File: config.mk
export PLATFORM = sky130hd
export DESIGN_NAME = instr_stream_encoder
export DESIGN_NICKNAME = d
export VERILOG_FILES = /design/src/rtl/instr_pkg.sv /design/src/rtl/instr_fifo.sv /design/src/rtl/instr_stream_encoder.sv
export SDC_FILE = /design/constraint.sdc
export NUM_CORES = 1
export LEC_CHECK = 0
export ABC_AREA = 1
export CAP_MARGIN = 5
export CELL_PAD_IN_SITES_DETAIL_PLACEMENT = 0
export CELL_PAD_IN_SITES_GLOBAL_PLACEMENT = 2
export CORE_AREA = 5 5 172 174
export CTS_CLUSTER_DIAMETER = 120
export DETAILED_ROUTE_END_ITERATION = 8
export DIE_AREA = 0 0 177 179
export PLACE_DENSITY_LB_ADDON = 0.1
export SLEW_MARGIN = 5
export SYNTH_ARGS = -nofsm -noshare
export SYNTH_HDL_FRONTEND = slang
export SYNTH_SLANG_ARGS = --single-unit
export TNS_END_PERCENT = 100
File: constraint.sdc
create_clock -name clk -period 3.7 [get_ports clk]
set_input_delay 0.37 -clock clk [delete_from_list [all_inputs] [get_ports clk]]
set_output_delay 0.37 -clock clk [all_outputs]
set_load 0.01 [all_outputs]
File: src/rtl/instr_pkg.sv
// Shared opcode/func map, request kinds, loader states and the instruction-word packer
// used by both the encoder front end and the single-cycle controller.
package instr_pkg;

  localparam logic [5:0] OP_RTYPE = 6'd0;
  localparam logic [5:0] OP_LW    = 6'd1;
  localparam logic [5:0] OP_SW    = 6'd2;
  localparam logic [5:0] OP_BEQ   = 6'd3;

  localparam logic [5:0] FUNC_ADD = 6'd0;
  localparam logic [5:0] FUNC_SUB = 6'd1;
  localparam logic [5:0] FUNC_AND = 6'd2;
  localparam logic [5:0] FUNC_OR  = 6'd3;

  typedef enum logic [2:0] {
    KIND_ADD = 3'd0,
    KIND_SUB = 3'd1,
    KIND_AND = 3'd2,
    KIND_OR  = 3'd3,
    KIND_LW  = 3'd4,
    KIND_SW  = 3'd5,
    KIND_BEQ = 3'd6,
    KIND_ILL = 3'd7
  } kind_e;

  typedef enum logic [1:0] {
    ST_IDLE  = 2'd0,
    ST_RUN   = 2'd1,
    ST_DRAIN = 2'd2,
    ST_DONE  = 2'd3
  } enc_state_e;

  // Illegal kinds pack to all-zero, which decodes as ADD r0,r0,r0 (a no-op).
  function automatic logic [31:0] encode(input kind_e kind, input logic [4:0] rs,
                                         input logic [4:0] rt, input logic [4:0] rd,
                                         input logic [15:0] imm);
    logic [31:0] w;
    w = '0;
    case (kind)
      KIND_ADD: w = {OP_RTYPE, rs, rt, rd, 5'd0, FUNC_ADD};
      KIND_SUB: w = {OP_RTYPE, rs, rt, rd, 5'd0, FUNC_SUB};
      KIND_AND: w = {OP_RTYPE, rs, rt, rd, 5'd0, FUNC_AND};
      KIND_OR:  w = {OP_RTYPE, rs, rt, rd, 5'd0, FUNC_OR};
      KIND_LW:  w = {OP_LW, rs, rt, imm};
      KIND_SW:  w = {OP_SW, rs, rt, imm};
      KIND_BEQ: w = {OP_BEQ, rs, rt, imm};
      default:  w = '0;
    endcase
    return w;
  endfunction

endpackage

File: src/rtl/instr_fifo.sv
// Synchronous FIFO of encoded words; read data is the head entry, visible combinationally.
// Caller never pushes when full nor pops when empty; push and pop may share an edge.
module instr_fifo #(
  parameter int DEPTH = 4,
  parameter int W     = 32
) (
  input  logic                       clk,
  input  logic                       rst,
  input  logic                       push_i,
  input  logic [W-1:0]               din_i,
  input  logic                       pop_i,
  output logic [W-1:0]               dout_o,
  output logic                       full_o,
  output logic                       empty_o,
  output logic [$clog2(DEPTH):0]     occ_o
);

  localparam int PW = $clog2(DEPTH);

  logic [W-1:0]  mem_q [DEPTH];
  logic [PW-1:0] wr_q, rd_q;
  logic [PW:0]   occ_q;

  always_ff @(posedge clk) begin
    if (push_i) mem_q[wr_q] <= din_i;
  end

  always_ff @(posedge clk) begin
    if (rst) begin
      wr_q  <= '0;
      rd_q  <= '0;
      occ_q <= '0;
    end else begin
      if (push_i) wr_q <= wr_q + 1'b1;
      if (pop_i)  rd_q <= rd_q + 1'b1;
      case ({push_i, pop_i})
        2'b10:   occ_q <= occ_q + 1'b1;
        2'b01:   occ_q <= occ_q - 1'b1;
        default: occ_q <= occ_q;
      endcase
    end
  end

  assign dout_o  = mem_q[rd_q];
  assign full_o  = (occ_q == (PW+1)'(DEPTH));
  assign empty_o = (occ_q == '0);
  assign occ_o   = occ_q;

endmodule

File: src/rtl/instr_stream_encoder.sv
// Encodes symbolic requests into 32-bit words and streams them to consecutive imem addresses.
// Optional macro ENC_ILLEGAL_CHECK_EN drops kind-7 beats and raises a sticky err instead.
module instr_stream_encoder
  import instr_pkg::*;
#(
  parameter int          DEPTH     = 4,
  parameter int          ADDR_W    = 8,
  parameter int unsigned BASE_ADDR = 0
) (
  input  logic              clk,
  input  logic              rst,
  input  logic              start,
  input  logic              seal,
  input  logic              in_valid,
  output logic              in_ready,
  input  logic [2:0]        in_kind,
  input  logic [4:0]        in_rs,
  input  logic [4:0]        in_rt,
  input  logic [4:0]        in_rd,
  input  logic [15:0]       in_imm,
  output logic              imem_we,
  input  logic              imem_ready,
  output logic [ADDR_W-1:0] imem_addr,
  output logic [31:0]       imem_wdata,
  output logic              busy,
  output logic              done,
  output logic [ADDR_W:0]   count,
  output logic              err
);

  localparam int OCC_W = $clog2(DEPTH) + 1;
  localparam int SUM_W = ((ADDR_W > OCC_W) ? ADDR_W : OCC_W) + 2;

  enc_state_e        state_q, state_d;
  logic [ADDR_W-1:0] addr_q, addr_d;
  logic [ADDR_W:0]   count_q, count_d;
  logic              we_q, we_d;
  logic [31:0]       wdata_q, wdata_d;

  logic              fifo_full, fifo_empty, push, pop, accept, wr_fire, start_ok;
  logic [OCC_W-1:0]  fifo_occ;
  logic [31:0]       fifo_dout, enc_word;
  logic [SUM_W-1:0]  inflight;

  // Every word already committed, queued or on the port reserves one address.
  assign inflight = SUM_W'(count_q) + SUM_W'(fifo_occ) + SUM_W'(we_q);
  assign in_ready = (state_q == ST_RUN) & ~fifo_full & (inflight < (SUM_W'(1) << ADDR_W));
  assign accept   = in_valid & in_ready;
  assign enc_word = encode(kind_e'(in_kind), in_rs, in_rt, in_rd, in_imm);
  assign wr_fire  = we_q & imem_ready;
  assign pop      = ~fifo_empty & (~we_q | imem_ready);
  assign start_ok = start & ((state_q == ST_IDLE) | (state_q == ST_DONE));

`ifdef ENC_ILLEGAL_CHECK_EN
  logic err_q, illegal;
  assign illegal = (in_kind == KIND_ILL);
  assign push    = accept & ~illegal;
  always_ff @(posedge clk) begin
    if (rst)                    err_q <= 1'b0;
    else if (start_ok)          err_q <= 1'b0;
    else if (accept & illegal)  err_q <= 1'b1;
  end
  assign err = err_q;
`else
  assign push = accept;
  assign err  = 1'b0;
`endif

  instr_fifo #(.DEPTH(DEPTH), .W(32)) u_fifo (
    .clk     (clk),
    .rst     (rst),
    .push_i  (push),
    .din_i   (enc_word),
    .pop_i   (pop),
    .dout_o  (fifo_dout),
    .full_o  (fifo_full),
    .empty_o (fifo_empty),
    .occ_o   (fifo_occ)
  );

  always_comb begin
    state_d = state_q;
    addr_d  = addr_q;
    count_d = count_q;
    we_d    = we_q;
    wdata_d = wdata_q;
    if (wr_fire) begin
      addr_d  = addr_q + 1'b1;
      count_d = count_q + 1'b1;
      we_d    = 1'b0;
    end
    if (pop) begin
      we_d    = 1'b1;
      wdata_d = fifo_dout;
    end
    case (state_q)
      ST_IDLE, ST_DONE: begin
        if (start) begin
          state_d = ST_RUN;
          addr_d  = ADDR_W'(BASE_ADDR);
          count_d = '0;
        end
      end
      ST_RUN:   if (seal) state_d = ST_DRAIN;
      // Leave as the last write completes so done shows on the following cycle.
      ST_DRAIN: if (fifo_empty & (~we_q | imem_ready)) state_d = ST_DONE;
      default:  state_d = ST_IDLE;
    endcase
  end

  always_ff @(posedge clk) begin
    if (rst) begin
      state_q <= ST_IDLE;
      addr_q  <= '0;
      count_q <= '0;
      we_q    <= 1'b0;
      wdata_q <= '0;
    end else begin
      state_q <= state_d;
      addr_q  <= addr_d;
      count_q <= count_d;
      we_q    <= we_d;
      wdata_q <= wdata_d;
    end
  end

  assign imem_we    = we_q;
  assign imem_addr  = addr_q;
  assign imem_wdata = wdata_q;
  assign busy       = (state_q == ST_RUN) | (state_q == ST_DRAIN);
  assign done       = (state_q == ST_DONE);
  assign count      = count_q;

endmodule

# Yosys cells after proc, flatten, opt, wreduce, memory -nomap -nowiden
# Memory sizes are Yosys's and may differ from the RTL's. A register that Yosys moved wholly into a read port is not among the register bits.
# Index checks and enable logic that the tools add are counted.
# W data, S select, Z words.
classes:
  eq_ne: 15
  order_cmp: 1
  n_bitwise: 11
  n_reduce_logical: 7
  add_sub_neg: 8
  n_mux: 16
op_table:
  columns: ["op", "n"]
  rows:
  - ["$pmux W28 S7", 1]
  - ["$mux W9", 3]
  - ["$mux W8", 3]
  - ["$eq A3 B3 Y1 const B", 4]
  - ["$add A10 B1 Y10", 1]
  - ["$add A9 B3 Y10", 1]
  - ["$lt A10 B9 Y1 const B", 1]
  - ["$add A9 B1 Y9 const B", 1]
  - ["$add A8 B1 Y8 const B", 1]
  - ["$and A1 B1 Y1", 6]
  - ["$eq A2 B2 Y1 const B", 3]
  - ["$eq A3 B2 Y1 const B", 2]
  - ["$logic_not A3 Y1", 2]
  - ["$mux W2", 3]
  - ["$ne A2 B2 Y1 const B", 3]
  - ["$pmux W2 S3", 1]
  - ["$pmux W3 S2", 1]
  - ["$add A2 B1 Y2 const B", 2]
  - ["$eq A2 B1 Y1 const B", 2]
  - ["$mux W1", 4]
  - ["$reduce_bool A2 Y1", 2]
  - ["$add A3 B1 Y3 const B", 1]
  - ["$eq A3 B1 Y1 const B", 1]
  - ["$not A1 Y1", 3]
  - ["5 further kinds", 6]
word_totals:
  regBits: 59
  n_memories: 1
  word_cells: 67
  mem_bits_rw: 112
  output_inout_bits: 54
  input_bits: 40
memory_table:
  columns: ["memory", "words", "word_bits", "read_ports", "rd_ports_with_merged_regs", "wr", "line", "rtl"]
  rows:
  - ["u_fifo.mem_q", 4, 28, 1, 1, 1, "instr_fifo.sv:20", "logic [W-1:0] mem_q [DEPTH];"]

# Longest topological paths before layout
logic_depth:
  ltp_word: 7
  depth_mapped: 16
  depth_no_buf: 16

# Hierarchy
# Synthesis repeated with hierarchy kept, for this count alone.
hier_totals:
  hier_cells: 728
  area_unflattened_um2: 7734.9
by_module_without_submodules:
  columns: ["mod", "seq_area_each_um2", "instances", "area_per_inst_um2", "cells_each"]
  rows:
  - ["instr_fifo", 4023.9, 1, 5221.3, 367]
  - ["instr_stream_encoder", 1041.0, 1, 2513.7, 361]

# Worst setup path after synthesis
# Ideal clock, no wire load.
synth_timing:
  path_type: "flip-flop to flip-flop"
  start: "register count_q[0], in the netlist count[0]"
  end: "memory u_fifo.mem_q[0][0] (netlist bit) (enable)"
  stages_incl_launch_ff: 11
  period_less_slack_ps: 2800
  setup_time_ps: 413
  t_arrival_ps: 2387
  path_buffers: 0
  path_slack_ps: 900
  required_time_ps: 3287
  path_cell_list: "dfxtp_1 ha_1 nand2_1 nand2_1 nand2_1 nand2_1 nand2_1 nand2_1 nand2_1 nand3_2 nor2_1"
synth_via:
  elab_chain_len: 7
synth_lines:
  columns: ["element", "line", "rtl"]
  rows:
  - ["from (decl)", "instr_stream_encoder.sv:36", "logic [ADDR_W:0] count_q, count_d;"]
  - ["from (signal assigned)", "instr_stream_encoder.sv:121", "count_q <= count_d;"]
  - ["$add A9 B3 Y10", "instr_stream_encoder.sv:46", "assign inflight = SUM_W'(count_q) + SUM_W'(fifo_occ) + SUM_W'(we_q);"]
  - ["$add A10 B1 Y10", "instr_stream_encoder.sv:46", null]
  - ["$lt A10 B9 Y1", "instr_stream_encoder.sv:47", "assign in_ready = (state_q == ST_RUN) & ~fifo_full & (inflight < (SUM_W'(1) << ADDR_W));"]
  - ["$and A1 B1 Y1", "instr_stream_encoder.sv:47", null]
  - ["$and A1 B1 Y1", "instr_stream_encoder.sv:48", "assign accept = in_valid & in_ready;"]
  - ["$mux W1", "instr_fifo.sv:25", "if (push_i) mem_q[wr_q] <= din_i;"]
  - ["$mux W1 (implied by the code)", "instr_fifo.sv:25", null]
  - ["to (decl)", "instr_fifo.sv:20", null]
# No other way between the ends.

# Worst setup path after layout
layout_timing:
  start: "register state_q[0]"
  end: "output in_ready"
layout_via:
  elab_chain_len: 3
layout_lines:
  columns: ["element", "line", "rtl"]
  rows:
  - ["from (decl)", "instr_stream_encoder.sv:34", "enc_state_e state_q, state_d;"]
  - ["from (signal assigned)", "instr_stream_encoder.sv:119", "state_q <= state_d;"]
  - ["$eq A2 B1 Y1", "instr_stream_encoder.sv:47", null]
  - ["$and A1 B1 Y1 (2 in a row)", "instr_stream_encoder.sv:47", null]
  - ["to (decl)", "instr_stream_encoder.sv:15", "output logic in_ready,"]
# No other way between the ends.

==> flow_summary_export.csv <==
group,metric,value,unit
critical_path,cp_cell_sequence,"ha_1, inv_1, nor3_2, a21boi_0, clkdlybuf4s50_1",
critical_path,reg2reg_from,"count[0]",
critical_path,startpoint,"state_q[0]",
synth,netlist.area_leader.share,49.00,%
synth,syn_inst,659,
synth,avgSynthCellArea,10.42,sq um
critical_path,cp_max_fo,4,
route,drtAntennaViolNets,0,
floorplan,boundaryPins,94,
clocking,cts_setup_buffers,0,
critical_path,cp_num_buf_inv,2,
cells_and_area,finalNonFillerCells,1133,
floorplan,fp-row-count,61,
route,wl,17480,um
timing,skew,0.01541,ns
cells_and_area,area_growth,26.89,%
critical_path,startpoint_type,"flip-flop",
grt,antenna_found_initial,0,
route,drc,0,
place,numPortBuffers,88,
timing,clock.fmax,384.1,MHz
grt,grt_usage,11.20,%
grt,grt_pass1_vias,4718,
critical_path,cpMaxStageDelayCell,"clkdlybuf4s50_1",
clocking,clock_tree.root_cell,"clkbuf_16",
timing,layout_setup_ws,1.097,ns
critical_path,worstPathRequired,3.33,ns
floorplan,core,0.02763,sq mm
timing,worst_pin_slew,0.9973,ns
clocking,cts-hold-fix-buffers,0,
power,totalPowerFinal,5.957,mW
critical_path,cp-end-kind,"primary output",
clocking,cts.path.max_buffers,2,
min_path,min_from,"count[7]",
route,via_per_inst,4.211,
place,dp_worst_setup_slack,1.064,ns
floorplan,start_util,24.84,%
place,dp_hpwl,10500,um
critical_path,critPathKind,"flip-flop to primary output",
floorplan,die_area,0.03168,sq mm
synth,yosysWarningCount,0,
place,place_congestion,0.6840,
timing,drv_slew,0,
synth,synth_top_area_cell,"edfxtp_1",
timing,min_period,2.603,ns
timing,slew_headroom,33.36,%
route,wire_per_inst,15.43,um
cells_and_area,layout-drive-gt1-share,8.212,%
outcome,outcome,"finished, final reports clean",
clocking,clock_latency,0.43,ns
timing,rsz0062_at_grt,"no",
critical_path,arrival,2.23,ns
critical_path,slowest_delay,0.60,ns
timing,setup_viol,0,
synth,netlist_area,0.006864,sq mm
clocking,cts_tree,"yes",
grt,grt_pass1_wl,26790,um
power,ir_drop,305.7,uV
synth,synthTopCellsByArea,"edfxtp_1, dfxtp_1, nor2_1",
synth,ys_seq_elements,167,
cells_and_area,final_util,31.52,%
synth,ys_types,37,
cells_and_area,nFillCells,2885,
timing,fin_tns_setup,0,ns
clocking,clk_pin_slew_worst_paths,0.08,ns
floorplan,fp.dieH,179,um
grt,grt_overflow,0,
cells_and_area,finalNetCount,796,
route,firstDrtPassIters,4,
grt,grt_max_degree,59,
clocking,post_cts_resize_count,0,
route,drt_iter0_drc,238,
power,power.density,683.9,mW/mm^2
critical_path,crit_family,"buffers and inverters",
floorplan,die_x,177,um
route,vias,4771,
synth,ys_seq_area_share,65.04,%
clocking,cts_sinks,167,
timing,finalHoldViolations,0,
timing,period_share,70.36,%
place,placedCellCount,1100,
job,cap_violations,0,
clocking,cts_htree_levels,4,
cells_and_area,n_antenna_cell,0,
min_path,hold_path.class,"flip-flop to flip-flop",
power,total_leakage_power,3.142,nW
clocking,cts_buffers,17,
==> cells by family (layout without fill, tap and decap cells) <==
family / count (synthesis) / count (layout) / share of synthesized area, %
flops: 167 / 167 / 65.04
other cells: 1 / 5 / 0.05463
xor+xnor: 7 / 7 / 0.8932
simple gates: 223 / 223 / 13.58
compound gates: 145 / 145 / 11.23
buf+inv: 102 / 194 / 6.544
fa+ha+maj: 14 / 14 / 2.661
==> report_power, final <==
group          switching (mW)  internal [mW]
logic                    1.13          0.699
registers               0.142           2.27
clock network           0.776          0.940
==> flip-flops by register name, indices dropped and copies added, names as in the netlist <==
register      cells
imem_we           1
imem_wdata       28
u_fifo.mem_q    112
u_fifo.wr_q       2
imem_addr         8
count             9
state_q           2
u_fifo.rd_q       2
u_fifo.occ_o      3
==> Yosys cell counts, drive strengths merged <==
| master | number |
|---|---|
| nor2 | 154 |
| edfxtp | 112 |
| o21ai | 100 |
| inv | 64 |
| dfxtp | 55 |
| nand2 | 42 |
| a31oi | 29 |
| buf | 25 |
| nand3 | 16 |
| a21oi | 14 |
| ha | 13 |
| clkbuf | 11 |
| nor3 | 5 |
| nand4 | 4 |
| xor2 | 4 |
| xnor2 | 3 |
| clkinv | 2 |
| or2 | 2 |
| a21boi | 1 |
| conb | 1 |
| fa | 1 |
| o211ai | 1 |
==> routing by layer <==
layer | GRT usage, % | up-vias | share of wire, %
li1 | - | 2383 | -
met1 | 14.88 | 2285 | 49
met2 | 18.42 | 91 | 46
met3 | 2.720 | 12 | 3.6
met4 | 2.869 | 0 | 0.97
met5 | 0 | - | 0
==> through the flow <==
| step | cell area (sq um) | hold WS (ns) |
|---|---|---|
| 3_5_place_dp | 8117 | 0.4600 |
| 4_1_cts | 8682 | 0.4720 |
| 2_1_floorplan | 6879 | 0.4391 |
| 6_report | 8710 | 0.4673 |
| 3_3_place_gp | 8117 | 0.4538 |
| 5_1_grt | 8710 | 0.4987 |
==> worst paths after layout <==
check,endpoint,slack [ns],cells past startpoint
hold / removal,count[7],0.47,2
setup / recovery,in_ready,1.10,5
hold reg to reg,count[7],0.47,2
setup reg to reg,u_fifo.mem_q[2][24],1.14,10
==> worst reg2reg max path, delay by kind of cell (launching register included) <==
| family | cells | cell delay [ns] |
|---|---|---|
| adder cells (fa/ha/maj) | 1 | 0.26 |
| flip-flops | 1 | 0.41 |
| AND/OR/NAND/NOR | 9 | 1.52 |
==> layout by cell type, fill, tap and decap left out, types with 3 or more instances in the layout <==
master	synthesis	routed
dfxtp_1	55	54
clkbuf_16	0	17
buf_4	8	7
inv_6	0	4
a21oi_1	13	13
conb_1	1	5
nor2_4	1	5
ha_1	13	13
clkinv_4	0	3
xor2_1	4	4
nand3_2	3	3
nand3_1	13	13
nor2_2	5	5
edfxtp_1	112	112
nand4_1	3	3
a31oi_1	29	29
clkdlybuf4s50_1	0	88
nor2_1	148	144
nand2_2	3	3
xnor2_1	3	3
clkinv_1	1	4
nor3_1	4	4
o21ai_0	99	99
nand2_1	39	39
inv_2	3	3
inv_1	61	61
==> layout make-up <==
type / instances / area (sq um) / share of cell area [%]
clock buffer: 17 / 425.4 / 4.884
clock inverter: 15 / 140.1 / 1.609
inverter: 66 / 249.0 / 2.859
multi-input combinational: 394 / 1996 / 22.91
sequential: 167 / 4466 / 51.27
tap: 378 / 473.0 / 5.430
timing repair buffer: 96 / 960.9 / 11.03
(Power assumes the default switching activity.)
==> variant, RTL diff (same flow settings) <==
`wdata_q` no longer has a reset.
--- a/src/rtl/instr_stream_encoder.sv
+++ b/src/rtl/instr_stream_encoder.sv
@@ -116,3 +116,2 @@
       we_q    <= 1'b0;
-      wdata_q <= '0;
     end else begin
@@ -122,4 +121,7 @@
       we_q    <= we_d;
-      wdata_q <= wdata_d;
     end
+  end
+
+  always_ff @(posedge clk) begin
+    wdata_q <= wdata_d;
   end
Behaviour: differs if rst is asserted again (counterexample within 4 cycles, from zero or initial values and one cycle with rst high); with rst held inactive, the same outputs for 4 cycles.
==> variant against the original RTL <==
  * Area after synthesis shrank 1.8%
  * Setup slack lost 0.044 ns
  * Sequential cell count is the same
  * Count of clock-buffer cells in the layout is the same
  * Clock skew shrank 0.0046 ns
  * Total power grew 2.3%
  * Cell area shrank 0.13%
  * Sequential share of layout area grew 3.3 points
  * Routed wire length shrank 3.7%
  * Critical endpoint unchanged
  * Largest cell class unchanged
  * Highest routed layer is now met5
==> variant: results (changes against the original RTL) <==
* Status: completed (unchanged)
* Slew @ Worst Pin at 1.03 ns (was 0.997 ns)
* GPL Wtd Cong at 0.703 (was 0.684)
* Clk_lat worst skew at around 0.42 ns
* Clock skew at 0.0109 ns (was 0.0154 ns)
* Placed Area at 0.00811 mm^2 (was 0.00812 mm^2)
* Placed Cells at 1025 (was 1100)
* Nets@finish at 720 (was 796)
* Hpwl dp at 10.4 mm (was 10.5 mm)
* Worst-path clk slew at about 0.070 ns
* Avg Cell Area, Syn at 11.8 um^2 (was 10.4 um^2)
* Top cells by area, synth: edfxtp_1 (62%), dfxtp_1 (8.0%), o21ai_0 (5.3%), nor2_1 (5.1%), inv_1 (3.5%) (was edfxtp_1 (49%), dfxtp_1 (16%), nor2_1 (8.1%), o21ai_0 (7.2%), inv_1 (3.3%))
* CTS buffer count at 17 (unchanged)
* Peak VDD IR at 0.304 mV (was 0.306 mV)
* R2R Path End: u_fifo.occ_o[2]$_SDFFE_PP0P_ (was u_fifo.mem_q[2][24]$_DFFE_PP_)
* Number of global-route vias before repair at 4497 (was 4718)
* Fraction of layout cells with a size suffix above 1 at 9.72% (was 8.21%)
* Part of the Yosys area used for sequential elements at 70.4% (was 65.0%)
* Total GRT Usage at 10.8% (was 11.2%)
* Netlist cell types at 34 (was 37)
* Final min period at 2.65 ns (was 2.60 ns)
* Top reg by flops: u_fifo.mem_q (unchanged)
* Initial antenna violation count at 1 (was 0)
* Detailed Route Iter0 Violations at 232 (was 238)
* First-pass GRT wire length at 25.5 mm (was 26.8 mm)
* CP Data Arrival Time at 2.28 ns (was 2.23 ns)
* R2r worst-path depth at 16 (was 10)
* Asr flop ratio synth at 0% (unchanged)
* Number of synthesized flops with an enable pin at 140 (was 112)
* Static leakage at 3.13 nW (was 3.14 nW)
* Final non-filler cell total at 1057 (was 1133)
* Main flop type after synthesis: edfxtp_1 (unchanged)
* Via density at 4.12 (was 4.21)
* Largest net degree at the start of global routing at 58 (was 59)
* Post-synth top cells: edfxtp_1 (140), nor2_1 (91), o21ai_0 (71), inv_1 (63), nand2_1 (44) (was nor2_1 (148), edfxtp_1 (112), o21ai_0 (99), inv_1 (61), dfxtp_1 (55))
* Root Buffer: clkbuf_16 (unchanged)
* Routed wire length at 16.8 mm (was 17.5 mm)
* Critical Path Start: state_q[1]$_SDFFE_PP0P_ (was state_q[0]$_SDFFE_PP0P_)
-- variant: changes by cell type after synthesis, moves of 3 or more --
cell / unedited run / this run
o22ai_1: 0 / 28
xor2_1: 4 / 1
a31oi_1: 29 / 0
nand2_1: 39 / 44
dfxtp_1: 55 / 27
clkbuf_1: 9 / 20
edfxtp_1: 112 / 140
buf_2: 14 / 2
buf_4: 8 / 5
o21ai_0: 99 / 71
nor2_1: 148 / 91
nand2_4: 0 / 3
a21oi_1: 13 / 16
-- variant: how the worst min path moves through the flow --
| stage | startpoint | endpoint | slack (ns) |
|---|---|---|---|
| 6_report | imem_addr[7]$_SDFF_PP0_ | imem_addr[7]$_SDFF_PP0_ | 0.48 |
| 5_1_grt | imem_addr[7]$_SDFF_PP0_ | imem_addr[7]$_SDFF_PP0_ | 0.51 |
| 4_1_cts | imem_addr[7]$_SDFF_PP0_ | imem_addr[7]$_SDFF_PP0_ | 0.48 |
| 3_5_place_dp | imem_addr[7]$_SDFF_PP0_ | imem_addr[7]$_SDFF_PP0_ | 0.46 |
| 3_3_place_gp | imem_addr[7]$_SDFF_PP0_ | imem_addr[7]$_SDFF_PP0_ | 0.45 |
| 2_1_floorplan | rst | state_q[1]$_SDFFE_PP0P_ | 0.44 |
-- variant: kinds of logic (layout without fill, tap and decap cells) --
logic type	after synthesis	after routing	synth area share [%]
flip-flops	167	167	70.4
other	1	5	0.0556
AND/OR/NAND/NOR	169	169	11.0
buffers and inverters	92	197	5.48
adder cells (fa/ha/maj)	14	14	2.71
XOR/XNOR	4	4	0.520
AO/OA/AOI/OAI	123	123	9.86
-- variant: layout make-up --
class                      instances  area (um^2)
clock inverter                    15          165
tap                              378          473
timing repair buffer             100          971
sequential                       167         4750
clock buffer                      17          425
inverter                          65          246
multi-input combinational        315         1670
fill                            2860        18900
-- variant: power breakdown --
group / internal (W) / switching, W / total (W)
registers: 0.00246 / 0.000114 / 0.00258
logic: 0.000666 / 0.00106 / 0.00172
clock network: 0.00101 / 0.000782 / 0.00179
total: 0.00414 / 0.00195 / 0.00609
-- variant: worst max-delay path, cell delays in order (launching register included) --
cell and delay (ns):
dfxtp_1 0.34, inv_1 0.06, ha_1 0.13, inv_1 0.07
nor3_1 0.39, a21boi_0 0.28, clkdlybuf4s50_1 0.59
-- variant: metal layers --
metal	part of all wire [%]	global-route usage, %
met5	0.065	0
met4	0.95	3.06
met3	5.7	3.61
met2	50	19.0
met1	43	12.6
